### config.mk
export PLATFORM = sky130hd
export DESIGN_NAME = shift_sequencer
export DESIGN_NICKNAME = d
export VERILOG_FILES = /design/src/rtl/shift_sequencer.sv
export SDC_FILE = /design/constraint.sdc
export NUM_CORES = 1
export LEC_CHECK = 0
export BUFFER_PORTS_ARGS = -buffer_cell sky130_fd_sc_hd__clkbuf_2
export CAP_MARGIN = 20
export CORE_MARGIN = 3
export CORE_UTILIZATION = 44
export DETAILED_ROUTE_END_ITERATION = 8
export GPL_TIMING_DRIVEN = 0
export MAX_ROUTING_LAYER = met4
export SLEW_MARGIN = 20
export SYNTH_ARGS = -nofsm -noshare
export SYNTH_HDL_FRONTEND = slang
export SYNTH_SLANG_ARGS = --single-unit
### constraint.sdc
create_clock -name clk -period 7.4 [get_ports clk]
set_clock_uncertainty 0.15 [all_clocks]
set_input_delay 0.74 -clock clk [delete_from_list [all_inputs] [get_ports clk]]
set_output_delay 0.74 -clock clk [all_outputs]
set_load 0.01 [all_outputs]
### src/rtl/shift_sequencer.sv
// shift_sequencer: iterative 16-bit shift/rotate unit.
// The operand walks through four barrel stages (1, 2, 4, 8 positions), one stage
// per clock. Each stage applies its shift only if the matching shamt bit is set.
// A start/done handshake frames each operation. result and zero are registered
// and change only when the unit enters DONE.
module shift_sequencer #(
    parameter int WIDTH  = 16,
    parameter int STAGES = 4
) (
    input  logic             clk,
    input  logic             rst_n,
    input  logic             start,
    input  logic [WIDTH-1:0] data_in,
    input  logic [3:0]       shamt,
    input  logic [1:0]       op,
    output logic             busy,
    output logic             done,
    output logic [WIDTH-1:0] result,
    output logic             zero
);

    localparam int SW = $clog2(STAGES);
    localparam logic [SW-1:0] LAST_STG = SW'(STAGES - 1);

    typedef enum logic [1:0] {
        IDLE  = 2'b00,
        SHIFT = 2'b01,
        DONE  = 2'b10
    } state_t;

    typedef enum logic [1:0] {
        OP_SRL = 2'b00,
        OP_SLL = 2'b01,
        OP_SRA = 2'b10,
        OP_ROR = 2'b11
    } op_t;

    state_t            state, state_nxt;
    logic              load;
    logic [WIDTH-1:0]  work;
    logic [STAGES-1:0] amt;
    op_t               op_q;
    logic              sign_q;
    logic [SW-1:0]     stg;
    logic [WIDTH-1:0]  stage_out;

    // One barrel stage: shift v by 2**s positions in the direction and with the
    // fill chosen by o. A double-width vector holds the fill bits (zeros, sign
    // copies, or a second copy of v for rotate) so one shift covers all ops.
    function automatic logic [WIDTH-1:0] barrel_stage(
        input logic [WIDTH-1:0] v,
        input logic [SW-1:0]    s,
        input op_t              o,
        input logic             sg
    );
        logic [2*WIDTH-1:0] ext;
        int unsigned        k;
        k   = 32'd1 << s;
        ext = '0;
        case (o)
            OP_SRL:  ext = {{WIDTH{1'b0}}, v} >> k;
            OP_SLL:  ext = {{WIDTH{1'b0}}, v} << k;
            OP_SRA:  ext = {{WIDTH{sg}}, v} >> k;
            OP_ROR:  ext = {v, v} >> k;
            default: ext = {{WIDTH{1'b0}}, v};
        endcase
        return ext[WIDTH-1:0];
    endfunction

    // Current stage output: shift only when this stage's shamt bit is set.
    always_comb begin
        stage_out = work;
        if (amt[stg]) begin
            stage_out = barrel_stage(work, stg, op_q, sign_q);
        end
    end

    // State register.
    always_ff @(posedge clk or negedge rst_n) begin
        if (!rst_n) begin
            state <= IDLE;
        end else begin
            state <= state_nxt;
        end
    end

    // Next-state logic and the operand-load strobe; start is ignored in SHIFT.
    always_comb begin
        state_nxt = state;
        load      = 1'b0;
        case (state)
            IDLE: begin
                if (start) begin
                    load      = 1'b1;
                    state_nxt = SHIFT;
                end
            end
            SHIFT: begin
                if (stg == LAST_STG) begin
                    state_nxt = DONE;
                end
            end
            DONE: begin
                if (start) begin
                    load      = 1'b1;
                    state_nxt = SHIFT;
                end else begin
                    state_nxt = IDLE;
                end
            end
            default: state_nxt = IDLE;
        endcase
    end

    // Datapath: capture operands on load, step one stage per SHIFT cycle, and
    // publish result/zero from the final stage output.
    always_ff @(posedge clk or negedge rst_n) begin
        if (!rst_n) begin
            work   <= '0;
            amt    <= '0;
            op_q   <= OP_SRL;
            sign_q <= 1'b0;
            stg    <= '0;
            result <= '0;
            zero   <= 1'b1;
        end else if (load) begin
            work   <= data_in;
            amt    <= shamt;
            op_q   <= op_t'(op);
            sign_q <= data_in[WIDTH-1];
            stg    <= '0;
        end else if (state == SHIFT) begin
            work <= stage_out;
            stg  <= stg + 1'b1;
            if (stg == LAST_STG) begin
                result <= stage_out;
                zero   <= (stage_out == '0);
            end
        end
    end

    // Handshake outputs decode directly from the state register.
    assign busy = (state == SHIFT);
    assign done = (state == DONE);

endmodule

# == Yosys cells after proc, flatten, opt, wreduce, memory -nomap -nowiden ==
# Cells that the tools add are included.
# totals
latchBits,0
n_memories,0
ff_bits,44
rom_bits,0
ramBits,0
wordCells,45
# classes
reduce_logical,7
n_bitwise,1
n_addsub,1
eq_ne,8
n_mux,14
shift,5
mul,0
div_mod_pow,0
magnitude_cmp,1
# op_table
cell,count
$pmux W16 S4,1
$shr A32 B32 Y16,2
$mux W16,3
$shl A1 B2 Y32 const A,1
$shl A16 B32 Y16,1
$shr A16 B32 Y16,1
$logic_not A16 Y1,1
$eq A2 B2 Y1 const B,4
$mux W2,4
$pmux W2 S3,1
$eq A2 B1 Y1 const B,2
$logic_not A2 Y1,2
$mux W1,4
$lt A2 B3 Y1 const B,1
$reduce_and A3 Y1,1
$add A2 B1 Y2 const B,1
$bmux W1 S2,1
$ne A2 B1 Y1 const B,1
$ne A2 B2 Y1 const B,1
$reduce_and A2 Y1,1
$reduce_bool A2 Y1,1
$reduce_or A2 Y1,1
$not A1 Y1,1

# == Logic depth before layout (Yosys ltp) ==
# Gate-level depths: netlist of the first run.
# depth
word_depth,6
ltp_mapped,14
ltp_nobuf,10

# == Worst setup path before layout of the first run ==
# Ideal clock, no wire load.
# synth_path
kind,flip-flop to flip-flop
from,register stg[1]
to,register zero
path_slack_ps,4298
n_path_buf,2
setup_ps,97
stages_incl_launch_ff,13
arrival_time_ps,2854
required_time_ps,7153
cell_sequence,dfrtp_1 -> buf_2 -> inv_1 -> ha_1 -> buf_6 -> mux4_2 -> nor2b_4 -> a311oi_2 -> a2111oi_1 -> a21oi_1 -> nand3b_1 -> or4_4 -> o41ai_2
# synth_via
elab_chain_len,5
# synth_rtl
item,line_no,rtl
"start, declared",44,logic [SW-1:0] stg;
"start signal, assigned",134,stg <= stg + 1'b1;
$shl A1 B2 Y32,58,k = 32'd1 << s;
$shr A32 B32 Y16 (tied with other cells),64,"OP_ROR: ext = {v, v} >> k;"
$pmux W16 S4,60,case (o)
$mux W16,73,if (amt[stg]) begin
$logic_not A16 Y1,137,zero <= (stage_out == '0);
"end signal, assigned",137,
"end, declared",19,output logic zero
# Parallel ways exist; a longest one is shown, timed or not. The select of a mux whose other input is x is not followed.
# A chain may end at the register's enable or synchronous reset.

# == Worst setup path in the final report of the first run ==
# layout_path
from,register stg[0]
to,register zero
# The elaborated chain is that of the path after synthesis.

==> out/metrics.yaml, run 1 <==
detailed_routing:
  via_per_inst: 6.83
  wl_met2_mm: 7.66
  drc_errors: 0
  wl_per_cell_um: 26.9
  wl_met1_mm: 7.10
  dr.pass1.iters: 6
  vias: 4446
  top_layer_used: "met4"
  drtIter0Drc: 533
  wl_mm: 17.5
  ant_nets: 0
  route.met3.wl_mm: 1.92
placed_design:
  place_congestion: 1.04
  placed_area_um2: 4610
  numPortBuffers: 43
  dp_hpwl_mm: 12.9
synth:
  synth.distinct_cells: 67
  synth_edf_count: 0
  syn_area_per_cell_um2: 8.98
  synth_flop_cell: "dfrtp_1"
  yosysWarningCount: 0
  synth_seq_area_share: 0.260
  syn_inst: 471
  ys_ff_latch: 44
  synth_nets: 500
  synth_area_um2: 4230
  synthArstFlopShare: 1.00
outcome:
  status: "complete, no violations"
clocking:
  post_cts_buffers: 0
  clkSlewWorstSetupHoldPaths_ps: 100
  clkSinkCount: 44
  insertion_delay_ps: 310
  root_buffer: "clkbuf_8"
  cts_hold_buf: 0
  clock_path_buffers: 2
  cts_tree: "built"
  cts_resized: 0
  htree_levels: 2
  numCtsBuffers: 5
setup_path:
  crit_path_frequent_cell: "buf_1"
  critical_path_arrival_ps: 4170
  critPathRequiredTime_ps: 7470
  crit_slowest_cell: "a221oi_1"
  crit_buf_inv: 3
  crit_family: "buffers and inverters"
  cp_slowest_stage_delay_ps: 660
  endpoint_kind: "flop"
  path_cells: "ha_1 -> buf_1 -> clkbuf_1 -> buf_1 -> nand2_1 -> a221oi_1 -> and4_1 -> nand4_1 -> o41ai_2"
  setup.worst_path.start_class: "flop"
  critPathMaxFanout: 10
  critPathKind: "reg -> reg"
die:
  die_h_um: 104
  dieArea_um2: 10800
  num_io_pins: 44
  coreArea_um2: 9280
  die_x_um: 104
  rows: 35
  start_util: 0.456
global_routing:
  grt_max_degree: 45
  grt.total_usage: 0.333
  antenna_found_initial: 0
  grt_pass1_wl_mm: 26.8
  grt-ovfl-total: 0
  grt_pass1_vias: 4302
cells_and_area:
  nNetsFinal: 550
  drive_gt1_frac: 0.247
  area_growth_pct: 11.7
  fin_area_um2: 4730
  num_antenna_cells: 0
timing:
  max_freq_ghz: 0.244
  tns_ps: 0
  setup_violations: 0
  min_period_ps: 4100
  hold_violations: 0
  drv_slew: 0
  worst_pin_slew_ps: 783
  period_share: 0.554
  rsz0062_at_grt: "no"
  max-slew-margin-rel: 0.478
worst_hold_path:
  hp-class: "in -> async"
flow_run:
  cap_violations: 0
==> flip-flops by register name, indices dropped and copies added (netlist names) <==
| name | count |
|---|---|
| result | 16 |
| work | 16 |
| amt | 4 |
| op_q | 2 |
| state | 2 |
| stg | 2 |
| sign_q | 1 |
| zero | 1 |
==> cells in the final DEF (no fill, tap or decap), drive strengths merged, types with 3 or more instances in the layout <==
cell type,n
a22oi,15
nand2,56
mux4,21
nor2b,9
o211ai,5
ha,4
a21oi,17
dfrtp,43
a31oi,10
and2,4
a311oi,6
o22ai,4
inv,9
a221o,3
nand4,4
a2111oi,4
nor2,28
mux2i,42
nand3,9
a211oi,5
a2bb2oi,3
o2111ai,3
nand2b,7
mux2,23
o41ai,3
a221oi,3
buf,25
nor3,13
clkbuf,76
o21ai,38
==> cells in the mapped netlist (all sizes together), types with 3 or more instances <==
cell type	n	area share
clkbuf	29	0.026
o41ai	3	0.0080
a221oi	3	0.0062
nand2	56	0.050
nand3	9	0.011
o211ai	5	0.0089
o2111ai	3	0.0062
mux4	21	0.11
a221o	3	0.0071
mux2i	42	0.10
dfrtp	43	0.25
nand2b	7	0.010
o22ai	4	0.0059
a211oi	5	0.010
a2111oi	4	0.010
nand4	4	0.0059
buf	24	0.037
and2	4	0.0059
nor3	13	0.015
ha	4	0.012
a22oi	15	0.027
a31oi	10	0.015
a21oi	17	0.022
nor2b	9	0.015
mux2	23	0.061
o21ai	38	0.045
nor2	28	0.025
a2bb2oi	3	0.0077
a311oi	6	0.014
inv	8	0.0071
==> cell families (layout without fill, tap and decap cells) <==
logic type / count (synthesis) / count (layout) / share of synthesized area
AOI/OAI and AO/OA: 134 / 134 / 0.223
adders and majority gates: 4 / 4 / 0.0118
buffers and inverters: 63 / 114 / 0.0719
DFF: 44 / 44 / 0.260
muxes: 86 / 86 / 0.276
and+or+nand+nor: 140 / 140 / 0.157
==> final cells by class <==
cell class / instances / area, um^2
Multi-Input combinational cell: 364 / 2830
Clock inverter: 3 / 46.3
Fill cell: 930 / 4560
Buffer: 53 / 267
Sequential cell: 44 / 1100
Clock buffer: 5 / 68.8
Timing Repair Buffer: 43 / 218
Tap cell: 129 / 161
Inverter: 10 / 37.5
==> through the flow <==
step	setup slack (ps)	instances	util	hold WS [ps]
2_1_floorplan	4300	471	-	294
3_3_place_gp	3390	643	0.496	318
3_5_place_dp	3430	643	0.496	317
4_1_cts	3400	651	0.509	343
5_1_grt	3060	651	0.509	300
6_report	3300	651	0.509	269
==> worst paths after layout <==
| path | from | cells after the start | to | slack (ps) |
|---|---|---|---|---|
| worst max-delay path | stg[0]$_DFFE_PN0P_ | 9 | zero$_DFFE_PN1P_ | 3300 |
| worst min-delay path | rst_n | 1 | result[1]$_DFFE_PN0P_ | 270 |
| worst max register to register | stg[0]$_DFFE_PN0P_ | 9 | zero$_DFFE_PN1P_ | 3300 |
| worst min register to register | result[9]$_DFFE_PN0P_ | 2 | result[9]$_DFFE_PN0P_ | 340 |
| max in group asynchronous | rst_n | 1 | amt[2]$_DFFE_PN0P_ | 6420 |
| min in group clk | result[9]$_DFFE_PN0P_ | 2 | result[9]$_DFFE_PN0P_ | 340 |
==> routing by layer <==
layer  vias up  track usage
met1      2158        0.435
met5         -            -
met3        67       0.0838
met4         0        0.137
li1       1891            -
met2       330        0.494
Power of run 1 is left out: the tool's default activity adds up to more than one toggle a clock period on the data nets, which glitch-free logic cannot reach.
==> run 2, diff against run 1 <==
- clock period: 7.4 -> 4 ns (I/O delays scaled with it)
==> run 2 against run 1 <==
Worst hold slack got worse by 130 ps. First-iteration DRC count decreased by 12%. Non-clock buffer count increased by 1. Critical path depth increased by 4. Register-to-register slack got worse by 3100 ps. Wire length decreased by 0.10%. Core utilization increased by 0.34 points. Worst setup slack got worse by 3100 ps. Maximum frequency increased by 7.1%.
==> out/metrics.yaml, run 2 (synthesis results as in run 1) <==
outcome:
  status: "complete, no violations"
setup_path:
  critPathRequiredTime_ps: 4070
  setup.worst_path.start_class: "flop"
  crit_slowest_cell: "a2111oi_2"
  critPathMaxFanout: 10
  critical_path_arrival_ps: 3890
  crit_path_frequent_cell: "buf_2"
  path_cells: "buf_2 -> inv_1 -> ha_1 -> buf_6 -> buf_6 -> buf_2 -> buf_2 -> mux2i_1 -> nor4_1 -> a2111oi_2 -> and4_1 -> nand4_1 -> o41ai_2"
  cp_slowest_stage_delay_ps: 670
  endpoint_kind: "flop"
  critPathKind: "reg -> reg"
global_routing:
  antenna_found_initial: 0
  grt_pass1_wl_mm: 26.8
  grt-ovfl-total: 0
  grt.total_usage: 0.333
  grt_max_degree: 45
  grt_pass1_vias: 4302
clocking:
  clkSinkCount: 44
  post_cts_buffers: 0
  insertion_delay_ps: 310
  cts_tree: "built"
  numCtsBuffers: 5
  clkSlewWorstSetupHoldPaths_ps: 100
  clock_path_buffers: 2
  htree_levels: 2
  root_buffer: "clkbuf_8"
cells_and_area:
  final_util: 0.512
  final_cell_mix: "nand2_1 (55), clkbuf_2 (44), dfrtp_1 (43), mux2i_1 (41), o21ai_0 (36)"
  mostFrequentLayoutCell: "nand2_1"
  drive_gt1_frac: 0.256
  num_antenna_cells: 0
  nNetsFinal: 551
  fin_area_um2: 4760
  filler_cell_count: 925
  multiInputGateArea_um2: 2840
  area_growth_pct: 12.4
  seqCellArea_um2: 1100
  reg_top3: "result x16, work x16, amt x4"
flow_run:
  cap_violations: 0
timing:
  drv_slew: 0
  worst_pin_slew_ps: 779
  rsz0062_at_grt: "no"
  tns_ps: 0
  worst_slack_ps: 176
  max_freq_ghz: 0.262
  max-slew-margin-rel: 0.477
  setup_violations: 0
  period_share: 0.956
  hold_violations: 0
  min_period_ps: 3820
detailed_routing:
  ant_nets: 0
  drc_errors: 0
  drtIter0Drc: 470
  vias: 4440
  dr.pass1.iters: 6
  wl_per_cell_um: 26.8
  wl_mm: 17.5
  via_per_inst: 6.81
placed_design:
  place_congestion: 1.04
  numPortBuffers: 43
  pre_cts_ws_ps: 31.9
  dp_hpwl_mm: 12.9
  placed_area_um2: 4610
die:
  rows: 35
  die_h_um: 104
  num_io_pins: 44
  coreArea_um2: 9280
  start_util: 0.456
  dieArea_um2: 10800
  die_x_um: 104
worst_hold_path:
  hp-class: "in -> reg"
## run 2: timing repair
item,4_1_cts,5_1_grt
hold buffers,0,1
endpoints found under the hold margin,0,43
setup endpoints to repair,1,1
resized for setup,1,5
gates cloned,0,0
## run 2: layout make-up
| type | count | share of cell area |
|---|---|---|
| sequential | 44 | 0.232 |
| clock buffer | 5 | 0.0145 |
| buffer | 53 | 0.0565 |
| multi-input combinational | 364 | 0.598 |
| clock inverter | 3 | 0.00973 |
| timing repair buffer | 44 | 0.0479 |
| tap | 129 | 0.0339 |
| inverter | 10 | 0.00789 |
## run 2: routing by layer
layer  global-route usage  wire (um)
met1                0.435       6980
met2                0.494       7780
met3               0.0838       1880
met4                0.137        849
met5                    -          0
## run 2: final timing paths
path                       cells past startpoint  slack [ps]                    end             startpoint
setup / recovery                              13         180       zero$_DFFE_PN1P_     stg[1]$_DFFE_PN0P_
hold / removal                                 3         130    op_q[0]$_DFFE_PN0P_                  op[0]
setup reg to reg                              13         180       zero$_DFFE_PN1P_     stg[1]$_DFFE_PN0P_
hold reg to reg                                2         340  result[9]$_DFFE_PN0P_  result[9]$_DFFE_PN0P_
max in group asynchronous                      2        2820     amt[2]$_DFFE_PN0P_                  rst_n
min in group asynchronous                      2         470  result[1]$_DFFE_PN0P_                  rst_n
## run 2: worst max-delay path: cells and delay by family (launching register included)
kind | cells | cell delay, ps
compound gates | 2 | 930
simple gates | 3 | 550
mux | 1 | 300
buf+inv | 6 | 1240
flops | 1 | 410
fa+ha+maj | 1 | 150
## run 2: stage by stage
step	hold WS [ps]	std cells
after floorplan	-45.6	471
after global placement	318	643
after detailed placement	317	643
after CTS	137	651
after global routing	138	652
final	135	652
Power of run 2 is left out for the same reason.
